===== config.mk =====
export PLATFORM = sky130hd
export DESIGN_NAME = motor_mixer
export DESIGN_NICKNAME = d
export VERILOG_FILES = /design/src/rtl/motor_mixer.sv
export SDC_FILE = /design/constraint.sdc
export NUM_CORES = 1
export LEC_CHECK = 0
export CAP_MARGIN = 15
export CORE_ASPECT_RATIO = 0.5
export CORE_MARGIN = 5
export CORE_UTILIZATION = 62
export CTS_BUF_LIST = sky130_fd_sc_hd__clkbuf_16
export CTS_CLUSTER_SIZE = 16
export DETAILED_ROUTE_END_ITERATION = 6
export PLACE_DENSITY_LB_ADDON = 0.08
export SYNTH_ARGS = -nofsm -noshare
export SYNTH_HDL_FRONTEND = slang
export SYNTH_SLANG_ARGS = --single-unit

===== constraint.sdc =====
create_clock -name i_clk -period 16.2 [get_ports i_clk]
set_input_delay 4.86 -clock i_clk [delete_from_list [all_inputs] [get_ports i_clk]]
set_output_delay 4.86 -clock i_clk [all_outputs]
set_load 0.02 [all_outputs]

===== src/rtl/motor_mixer.sv =====
// motor_mixer: per-frame motor mixer built around one time-shared signed MAC.
// Scales raw RC channels, mixes them through a loadable coefficient table,
// then clamps each motor to the DShot throttle range.
// Optional build macro: MOTOR_MIXER_DESAT_EN adds a desaturation cycle that
// shifts all motors down when the highest one exceeds OUT_MAX.
module motor_mixer #(
    parameter int unsigned MOTOR_COUNT = 4,
    parameter int unsigned INPUT_COUNT = 4,
    parameter int unsigned COEF_WIDTH  = 8,
    parameter int unsigned COEF_FRAC   = 6,
    parameter int          OUT_MIN     = 48,
    parameter int          OUT_MAX     = 2047,
    localparam int unsigned COEF_N     = MOTOR_COUNT * INPUT_COUNT,
    localparam int unsigned ADDR_W     = (COEF_N > 1) ? $clog2(COEF_N) : 1
) (
    input  logic                           i_clk,
    input  logic                           i_rst,
    input  logic                           i_start,
    input  logic                           i_armed,
    input  logic                           i_failsafe,
    input  logic [INPUT_COUNT*11-1:0]      i_ctrl_in,
    input  logic                           i_coef_we,
    input  logic [ADDR_W-1:0]              i_coef_addr,
    input  logic signed [COEF_WIDTH-1:0]   i_coef_data,
    output logic                           o_busy,
    output logic                           o_valid,
    output logic [MOTOR_COUNT*11-1:0]      o_motor_out
);

    localparam int unsigned IDX_W = ADDR_W;
    localparam int unsigned INP_W = $clog2(INPUT_COUNT);
    localparam int unsigned MOT_W = (MOTOR_COUNT > 1) ? $clog2(MOTOR_COUNT) : 1;

    typedef enum logic [2:0] {
        S_IDLE,
        S_SCALE,
        S_MAC,
`ifdef MOTOR_MIXER_DESAT_EN
        S_DESAT,
`endif
        S_FINAL
    } state_t;

    state_t                         r_state;
    logic                           r_busy;
    logic                           r_valid;
    logic                           r_armed;
    logic                           r_failsafe;
    logic [INPUT_COUNT*11-1:0]      r_ctrl;
    logic [MOTOR_COUNT*11-1:0]      r_motor_out;
    logic signed [COEF_WIDTH-1:0]   r_coef [COEF_N];
    logic signed [31:0]             r_term [INPUT_COUNT];
    logic signed [31:0]             r_raw  [MOTOR_COUNT];
    logic signed [31:0]             r_acc;
    logic [IDX_W-1:0]               r_idx;
    logic [INP_W-1:0]               r_inp;
    logic [MOT_W-1:0]               r_mot;

    logic signed [31:0]             w_rsc  [INPUT_COUNT];
    logic signed [31:0]             w_term [INPUT_COUNT];
    logic signed [31:0]             w_prod;
    logic signed [31:0]             w_acc_next;
    logic signed [31:0]             w_raw_new;
    logic [MOTOR_COUNT*11-1:0]      w_clamped;
    logic                           w_coef_wr;
`ifdef MOTOR_MIXER_DESAT_EN
    logic signed [31:0]             w_raw_max;
    logic signed [31:0]             w_excess;
`endif

    // Quad-X reset table: +1.0 throttle, signed roll/pitch/yaw per motor
    function automatic logic signed [COEF_WIDTH-1:0] default_coef(input int m, input int i);
        int v;
        v = 0;
        if (m < 4 && i < 4) begin
            v = 64;
            case (i)
                1:       if (m >= 2) v = -64;
                2:       if (m == 0 || m == 2) v = -64;
                3:       if (m == 0 || m == 3) v = -64;
                default: v = 64;
            endcase
        end
        return COEF_WIDTH'(v);
    endfunction

    // Channel scaling: R = (5x/8 - 620)*4, throttle re-biased to 0..1000
    always_comb begin
        for (int i = 0; i < INPUT_COUNT; i++) begin
            w_rsc[INP_W'(i)] = (signed'((32'(r_ctrl[11*i +: 11]) * 32'd5) >> 3) - 32'sd620) * 32'sd4;
            w_term[INP_W'(i)] = w_rsc[INP_W'(i)];
        end
        // R0 is always a multiple of 4, so the arithmetic shift is an exact /4
        w_term[0] = (w_rsc[0] + 32'sd2000) >>> 2;
    end

    // Single multiply-accumulate step and the per-motor rescale
    always_comb begin
        w_prod     = 32'(r_coef[r_idx]) * r_term[r_inp];
        w_acc_next = r_acc + w_prod;
        w_raw_new  = (w_acc_next >>> COEF_FRAC) + OUT_MIN;
    end

    // Saturate each raw motor value into the DShot throttle window
    always_comb begin
        w_clamped = '0;
        for (int m = 0; m < MOTOR_COUNT; m++) begin
            if (r_raw[MOT_W'(m)] < OUT_MIN)
                w_clamped[11*m +: 11] = 11'(OUT_MIN);
            else if (r_raw[MOT_W'(m)] > OUT_MAX)
                w_clamped[11*m +: 11] = 11'(OUT_MAX);
            else
                w_clamped[11*m +: 11] = 11'(r_raw[MOT_W'(m)]);
        end
    end

`ifdef MOTOR_MIXER_DESAT_EN
    // Largest motor demand and how far it overshoots the ceiling
    always_comb begin
        w_raw_max = r_raw[0];
        for (int m = 1; m < MOTOR_COUNT; m++) begin
            if (r_raw[MOT_W'(m)] > w_raw_max) w_raw_max = r_raw[MOT_W'(m)];
        end
        w_excess = w_raw_max - OUT_MAX;
    end
`endif

    // Table writes only land when idle and inside the table
    always_comb begin
        w_coef_wr = i_coef_we && (32'(i_coef_addr) < COEF_N);
    end

    // Frame sequencer, coefficient table and registered outputs
    always_ff @(posedge i_clk or posedge i_rst) begin
        if (i_rst) begin
            r_state     <= S_IDLE;
            r_busy      <= 1'b0;
            r_valid     <= 1'b0;
            r_armed     <= 1'b0;
            r_failsafe  <= 1'b0;
            r_ctrl      <= '0;
            r_motor_out <= '0;
            r_acc       <= '0;
            r_idx       <= '0;
            r_inp       <= '0;
            r_mot       <= '0;
            for (int k = 0; k < COEF_N; k++)
                r_coef[IDX_W'(k)] <= default_coef(int'(k / INPUT_COUNT), int'(k % INPUT_COUNT));
            for (int i = 0; i < INPUT_COUNT; i++)
                r_term[INP_W'(i)] <= '0;
            for (int m = 0; m < MOTOR_COUNT; m++)
                r_raw[MOT_W'(m)] <= '0;
        end else begin
            r_valid <= 1'b0;
            case (r_state)
                S_IDLE: begin
                    if (r_busy) begin
                        // Valid cycle of the previous frame: requests are ignored
                        r_busy <= 1'b0;
                    end else begin
                        if (w_coef_wr) r_coef[i_coef_addr] <= i_coef_data;
                        if (i_start) begin
                            r_ctrl     <= i_ctrl_in;
                            r_armed    <= i_armed;
                            r_failsafe <= i_failsafe;
                            r_busy     <= 1'b1;
                            r_state    <= S_SCALE;
                        end
                    end
                end
                S_SCALE: begin
                    for (int i = 0; i < INPUT_COUNT; i++)
                        r_term[INP_W'(i)] <= w_term[INP_W'(i)];
                    r_acc   <= '0;
                    r_idx   <= '0;
                    r_inp   <= '0;
                    r_mot   <= '0;
                    r_state <= S_MAC;
                end
                S_MAC: begin
                    r_idx <= r_idx + IDX_W'(1);
                    if (r_inp == INP_W'(INPUT_COUNT - 1)) begin
                        r_raw[r_mot] <= w_raw_new;
                        r_acc        <= '0;
                        r_inp        <= '0;
                        r_mot        <= r_mot + MOT_W'(1);
                        if (r_idx == IDX_W'(COEF_N - 1)) begin
`ifdef MOTOR_MIXER_DESAT_EN
                            r_state <= S_DESAT;
`else
                            r_state <= S_FINAL;
`endif
                        end
                    end else begin
                        r_acc <= w_acc_next;
                        r_inp <= r_inp + INP_W'(1);
                    end
                end
`ifdef MOTOR_MIXER_DESAT_EN
                S_DESAT: begin
                    if (w_excess > 0) begin
                        for (int m = 0; m < MOTOR_COUNT; m++)
                            r_raw[MOT_W'(m)] <= r_raw[MOT_W'(m)] - w_excess;
                    end
                    r_state <= S_FINAL;
                end
`endif
                S_FINAL: begin
                    r_motor_out <= (r_armed && !r_failsafe) ? w_clamped : '0;
                    r_valid     <= 1'b1;
                    r_state     <= S_IDLE;
                end
                default: r_state <= S_IDLE;
            endcase
        end
    end

    assign o_busy      = r_busy;
    assign o_valid     = r_valid;
    assign o_motor_out = r_motor_out;

endmodule


# Word-level counts from Yosys, hierarchy flattened
# Cells that the tools add are included.
[classes] n_eq_ne=9 n_mux=32 n_mul=3 bitwise_logic=6 shift=0 n_addsub=8 order_cmp=10 n_reduce_logical=13 n_div=0
[ops] cell="$bwmux 128" n=2
[ops] cell="$mux 32" n=4
[ops] cell="$bmux 32 s2" n=1
[ops] cell="$demux 32 s2" n=1
[ops] cell="$gt 32x12->1 const B" n=2
[ops] cell="$lt 32x7->1 const B" n=2
[ops] cell="$pmux 32 s2" n=1
[ops] cell="$mux 11" n=4
[ops] cell="$mux 44" n=1
[ops] cell="$add 32x32->32" n=1
[ops] cell="$bmux 8 s4" n=1
[ops] cell="$demux 8 s4" n=1
[ops] cell="$mul 8x32->32" n=1
[ops] cell="$mul 11x3->14 const B" n=2
[ops] cell="$add 26x7->27 const B" n=1
[ops] cell="$mux 8" n=3
[ops] cell="$sub 11x10->12 const B" n=2
[ops] cell="$add 14x12->15 const B" n=1
[ops] cell="$mux 3" n=4
[ops] cell="$ge 5x5->1 const B" n=2
[ops] cell="$not 4->5" n=2
[ops] cell="$pmux 3 s3" n=1
[ops] cell="$reduce_and 3->1" n=3
[ops] cell="$ne 2x2->1 const B" n=4
[ops] cell="other kinds (21)" n=34
[totals] mem_bits_rw=0 elab_cells=114 reg_bits=412 n_memories=0 mem_bits_ro=0 latchBits=0 in_bits=62

# Depth between registers and ports, before layout
[depth] ltp_word=8 depth_mapped=29 ltp_nobuf=25

# Worst setup path after synthesis
# No wires, ideal clock.
[synth_path] path_kind="flip-flop to flip-flop" start="reg r_idx[0]" end="reg r_raw[120] (netlist name)" arrival_ns=8.375 period_less_slack_ns=8.457 setup_slack_ns=7.743 setup_ns=0.082 path_stages_with_launch=28 cell_sequence="dfrtp_1 clkbuf_1 buf_1 buf_2 mux4_2 mux2i_1 nand2_1 o21ai_0 clkbuf_1 nor2_1 fa_1 inv_1 fa_1 inv_1 fa_1 fa_1 ha_1 ha_1 clkbuf_1 a21oi_1 o221ai_1 o22ai_1 a21oi_1 xor2_1 o211ai_1 nor3_1 or4b_1 a31oi_1"
[synth_via] elab_chain_len=8
[synth_lines] item="from (decl)" line="55" text="logic [IDX_W-1:0] r_idx;"
[synth_lines] item="from (signal assigned)" line="181" text="r_idx <= r_idx + IDX_W'(1);"
[synth_lines] item="$not 4->5 (implied by the code)" line="99" text="w_prod = 32'(r_coef[r_idx]) * r_term[r_inp];"
[synth_lines] item="$bmux 8 s4" line="99"
[synth_lines] item="$mux 8 (implied by the code) (2 in a row)" line="99"
[synth_lines] item="$mul 8x32->32" line="99"
[synth_lines] item="$add 32x32->32" line="100" text="w_acc_next = r_acc + w_prod;"
[synth_lines] item="$add 26x7->27" line="101" text="w_raw_new = (w_acc_next >>> COEF_FRAC) + OUT_MIN;"
[synth_lines] item="$bwmux 128" line="183" text="r_raw[r_mot] <= w_raw_new;"
[synth_lines] item="to (signal, indexed assignment)" line="183"
[synth_lines] item="to (decl)" line="53" text="logic signed [31:0] r_raw [MOTOR_COUNT];"
# No other way between the ends. The select of a mux whose other input is x is not followed.
# A chain may end at the register's enable or synchronous reset.

# Worst setup path in the final report
# Ends and elaborated chain as after synthesis.

==> metrics.txt <==
# TYPE chip_impl_metric gauge
chip_impl_metric{name="period_needed",unit="ns"} 8.82
chip_impl_metric{name="timing.max_slew.rel_slack",unit="%"} 35.0
chip_impl_metric{name="post-synth-top-area-fraction",unit="%"} 26.9
chip_impl_metric{name="design.die.area",unit="um2"} 37400
chip_impl_metric{name="max_stage_delay",unit="ns"} 1.03
chip_impl_info{name="synth_area_leaders",value="sky130_fd_sc_hd__dfrtp_1 27%, sky130_fd_sc_hd__fa_1 15%, sky130_fd_sc_hd__edfxtp_1 9.3%"} 1
chip_impl_info{name="holdCritPathClass",value="register to register"} 1
chip_impl_metric{name="gp_congestion",unit=""} 0.892
chip_impl_info{name="worst_path_max_delay_cell",value="sky130_fd_sc_hd__fa_1"} 1
chip_impl_metric{name="postSynthAreaPerCell",unit="um2"} 10.9
chip_impl_metric{name="grt_pass1_vias",unit=""} 14700
chip_impl_info{name="worst_setup_path_startpoint",value="r_idx[0]"} 1
chip_impl_metric{name="die_height",unit="um"} 139
chip_impl_metric{name="final_antenna_net_count",unit=""} 0
chip_impl_metric{name="finalSetupTns",unit="ns"} 0
chip_impl_metric{name="path_clk_slew",unit="ns"} 0.07
chip_impl_metric{name="postCtsResizedCells",unit=""} 0
chip_impl_metric{name="ctsHtreeMaxLevel",unit=""} 1
chip_impl_metric{name="synth_sequential_area_ratio",unit="%"} 37.5
chip_impl_metric{name="finalHoldViolations",unit=""} 0
chip_impl_metric{name="cts_sinks",unit=""} 297
chip_impl_metric{name="fp.coreArea",unit="um2"} 33000
chip_impl_info{name="top_reg_cell_synth",value="sky130_fd_sc_hd__dfrtp_1"} 1
chip_impl_metric{name="netlist-cell-type-count",unit=""} 93
chip_impl_metric{name="grt_antenna_before_repair",unit=""} 0
chip_impl_info{name="outcome",value="finished, final reports clean"} 1
chip_impl_info{name="timing.critical_path.to_type",value="register"} 1
chip_impl_metric{name="crit_arrival",unit="ns"} 9.31
chip_impl_metric{name="routed_wl",unit="um"} 47800
chip_impl_metric{name="post_synth_instance_area",unit="um2"} 20700
chip_impl_info{name="synth_largest_area_cell",value="sky130_fd_sc_hd__dfrtp_1"} 1
chip_impl_metric{name="die_w",unit="um"} 268
chip_impl_metric{name="worstMarginPinSlew",unit="ns"} 0.975
chip_impl_metric{name="area.growth.synth_to_final",unit="%"} 8.90
chip_impl_metric{name="antennaDiodeCount",unit=""} 0
chip_impl_metric{name="dp_hpwl",unit="um"} 36300
chip_impl_metric{name="std_cell_rows",unit=""} 47
chip_impl_info{name="worstPathCellList",value="buf_4 > mux4_2 > mux2i_1 > nand2_1 > o21ai_0 > buf_4 > nor2_1 > fa_1 > inv_1 > fa_1 > inv_1 > fa_1 > fa_1 > ha_1 > ha_1 > a21oi_1 > o221ai_1 > o22ai_1 > a21oi_1 > xor2_1 > o211ai_1 > nor3_1 > or4b_1 > a31oi_1"} 1
chip_impl_metric{name="drt_pre_antenna_iters",unit=""} 5
chip_impl_info{name="clk_root_buffer_cell",value="sky130_fd_sc_hd__clkbuf_16"} 1
chip_impl_metric{name="clock_insertion_delay_worst_skew",unit="ns"} 0.57
chip_impl_metric{name="cts.hold.buffers_added",unit=""} 0
chip_impl_metric{name="synth_seq_cells",unit=""} 297
chip_impl_metric{name="timing.fmax",unit="GHz"} 0.113
chip_impl_metric{name="deepest_clock_path_buffer_count",unit=""} 3
chip_impl_metric{name="layout-drive-gt1-share",unit="%"} 13.1
chip_impl_metric{name="routedWlPerCell",unit="um"} 19.9
chip_impl_metric{name="postCtsSetupBuffers",unit=""} 0
chip_impl_metric{name="hold_path_depth",unit=""} 2
chip_impl_metric{name="fin_hold_ws",unit="ns"} 0.486
chip_impl_info{name="crit_path_frequent_cell",value="sky130_fd_sc_hd__fa_1"} 1
chip_impl_metric{name="final_min_period_over_clock_period",unit="%"} 54.5
chip_impl_info{name="min_to",value="r_raw[85]"} 1
chip_impl_info{name="min-delay-start",value="r_raw[85]"} 1
chip_impl_metric{name="route.detailed.vias_per_inst",unit=""} 5.89
chip_impl_metric{name="grt_start_max_net_pins",unit=""} 96
chip_impl_info{name="timing.setup.critical_path_class",value="register to register"} 1
chip_impl_metric{name="tritoncts.num_buffers",unit=""} 27
chip_impl_metric{name="yosysWarnings",unit=""} 64
chip_impl_metric{name="drt_first_iter_violations",unit=""} 1004
chip_impl_metric{name="finalMaxSlewViolations",unit=""} 0
chip_impl_info{name="rr_endpoint",value="r_raw[120]"} 1
chip_impl_metric{name="clock_skew",unit="ns"} 0.0144
chip_impl_metric{name="ios",unit=""} 108
chip_impl_metric{name="timing.max_cap.violations",unit=""} 0
chip_impl_metric{name="crit_buf_inv",unit=""} 4
chip_impl_info{name="cts_tree",value="yes"} 1
chip_impl_metric{name="setup_viol",unit=""} 0
chip_impl_metric{name="worstPathRequired",unit="ns"} 16.69
chip_impl_metric{name="grt_first_pass_wirelength",unit="um"} 78500
chip_impl_metric{name="vias",unit=""} 14200
chip_impl_metric{name="route.detailed.drc",unit=""} 0
chip_impl_metric{name="floorplan.initialDensity",unit="%"} 62.8
chip_impl_metric{name="port-buffer-count",unit=""} 63
chip_impl_metric{name="critical_path.max_fanout",unit=""} 35
chip_impl_metric{name="postSynth.asyncResetShare",unit="%"} 78.5
chip_impl_info{name="r2r_start",value="r_idx[0]"} 1
chip_impl_metric{name="final_net_count",unit=""} 2284
chip_impl_info{name="crit_path_start_kind",value="register"} 1
chip_impl_metric{name="synth-edff-count",unit=""} 64
chip_impl_info{name="worst_path_dominant_cell_family",value="adder cells"} 1
chip_impl_info{name="grt_setup_unrepaired",value="false"} 1
chip_impl_metric{name="reg2reg_setup_slack",unit="ns"} 7.38
chip_impl_metric{name="grt_util_all_layers",unit="%"} 26.1
chip_impl_metric{name="globalRouteOverflowTotal",unit=""} 0
chip_impl_metric{name="worst-r2r-cell-count",unit=""} 24
chip_impl_metric{name="post_synth_inst_count",unit=""} 1909
[cells in the mapped netlist, types with 17 or more instances]
cell and count:
sky130_fd_sc_hd__nand3_1 19, sky130_fd_sc_hd__o22ai_1 42, sky130_fd_sc_hd__mux2_2 107, sky130_fd_sc_hd__inv_1 215
sky130_fd_sc_hd__fa_1 156, sky130_fd_sc_hd__or2_2 19, sky130_fd_sc_hd__xnor2_1 55, sky130_fd_sc_hd__mux2i_1 18
sky130_fd_sc_hd__edfxtp_1 64, sky130_fd_sc_hd__nand2_1 155, sky130_fd_sc_hd__buf_4 22, sky130_fd_sc_hd__a21oi_1 60
sky130_fd_sc_hd__xor2_1 18, sky130_fd_sc_hd__dfrtp_1 223, sky130_fd_sc_hd__nor3_1 23, sky130_fd_sc_hd__clkbuf_1 60
sky130_fd_sc_hd__ha_1 117, sky130_fd_sc_hd__a31oi_1 17, sky130_fd_sc_hd__nor2_1 157, sky130_fd_sc_hd__mux4_2 34
sky130_fd_sc_hd__o21ai_0 98
[tightest hold or removal path, stage by stage (launching register included)]
cell,delay [ns]
sky130_fd_sc_hd__dfrtp_1,0.34
sky130_fd_sc_hd__nand2_1,0.05
sky130_fd_sc_hd__o21ai_1,0.06
[cell type report]
class,instances,area (um2)
clock buffer,27,676
clock inverter,22,181
fill,2486,10400
inverter,216,818
multi-input combinational,1321,11800
sequential,297,7770
tap,441,552
timing repair buffer,86,803
[registers in the layout, summed over array words and instances, names as in the netlist]
name         count
r_acc           32
r_inp            2
o_valid          1
r_ctrl          22
r_state          2
o_motor_out     22
r_coef         128
r_mot            2
r_armed          1
r_raw           54
r_failsafe       1
r_idx            4
o_busy           1
r_term          25
[cells in the final DEF (no fill, tap or decap), types with 42 or more instances in the layout]
cell type / synthesis / layout
sky130_fd_sc_hd__clkdlybuf4s50_1: 0 / 63
sky130_fd_sc_hd__fa_1: 156 / 156
sky130_fd_sc_hd__nor2_1: 157 / 157
sky130_fd_sc_hd__mux2_2: 107 / 107
sky130_fd_sc_hd__nand2_1: 155 / 155
sky130_fd_sc_hd__o22ai_1: 42 / 42
sky130_fd_sc_hd__inv_1: 215 / 218
sky130_fd_sc_hd__a21oi_1: 60 / 60
sky130_fd_sc_hd__ha_1: 117 / 117
sky130_fd_sc_hd__edfxtp_1: 64 / 64
sky130_fd_sc_hd__dfrtp_1: 223 / 222
sky130_fd_sc_hd__xnor2_1: 55 / 55
sky130_fd_sc_hd__o21ai_0: 98 / 98
[how the worst max path moves through the flow]
stage                       endpoint  slack [ns]  depth (start not counted)
after CTS                 r_raw[120]        7.35                         24
after detailed placement  r_raw[120]        7.41                         24
after global placement     r_raw[85]        7.51                         24
after global routing       r_raw[88]        6.67                         24
after floorplan               o_busy        4.97                          1
final                     r_raw[120]        7.38                         24
[metrics by stage]
step / instance area [um2] / cells / setup WS (ns) / util [%]
floorplan: 20800 / 1930 / 4.97 / -
global placement: 21700 / 2361 / 7.51 / 65.8
detailed placement: 21700 / 2361 / 7.41 / 65.8
CTS: 22600 / 2410 / 7.35 / 68.4
global route: 22600 / 2410 / 6.67 / 68.4
finish: 22600 / 2410 / 7.38 / 68.4
[routing by layer]
layer	part of all wire [%]	wire length [um]	GRT usage [%]
met1	45	21500	37.7
met2	46	22000	41.5
met3	6.5	3110	5.03
met4	2.5	1220	6.30
met5	0	0	0
[logic make-up (layout without fill, tap and decap cells)]
| group | after synthesis | in the layout | synth area share [%] |
|---|---|---|---|
| simple gates | 468 | 468 | 10.7 |
| compound gates | 326 | 326 | 10.1 |
| buf+inv | 312 | 351 | 6.14 |
| flops | 297 | 297 | 37.5 |
| fa+ha+maj | 273 | 273 | 22.1 |
| mux | 159 | 159 | 10.4 |
| xor+xnor | 73 | 73 | 3.09 |
| other cells | 1 | 22 | 0.0181 |
Power is left out: the tool's default activity adds up to more than one toggle a clock period on the data nets, which glitch-free logic cannot reach.
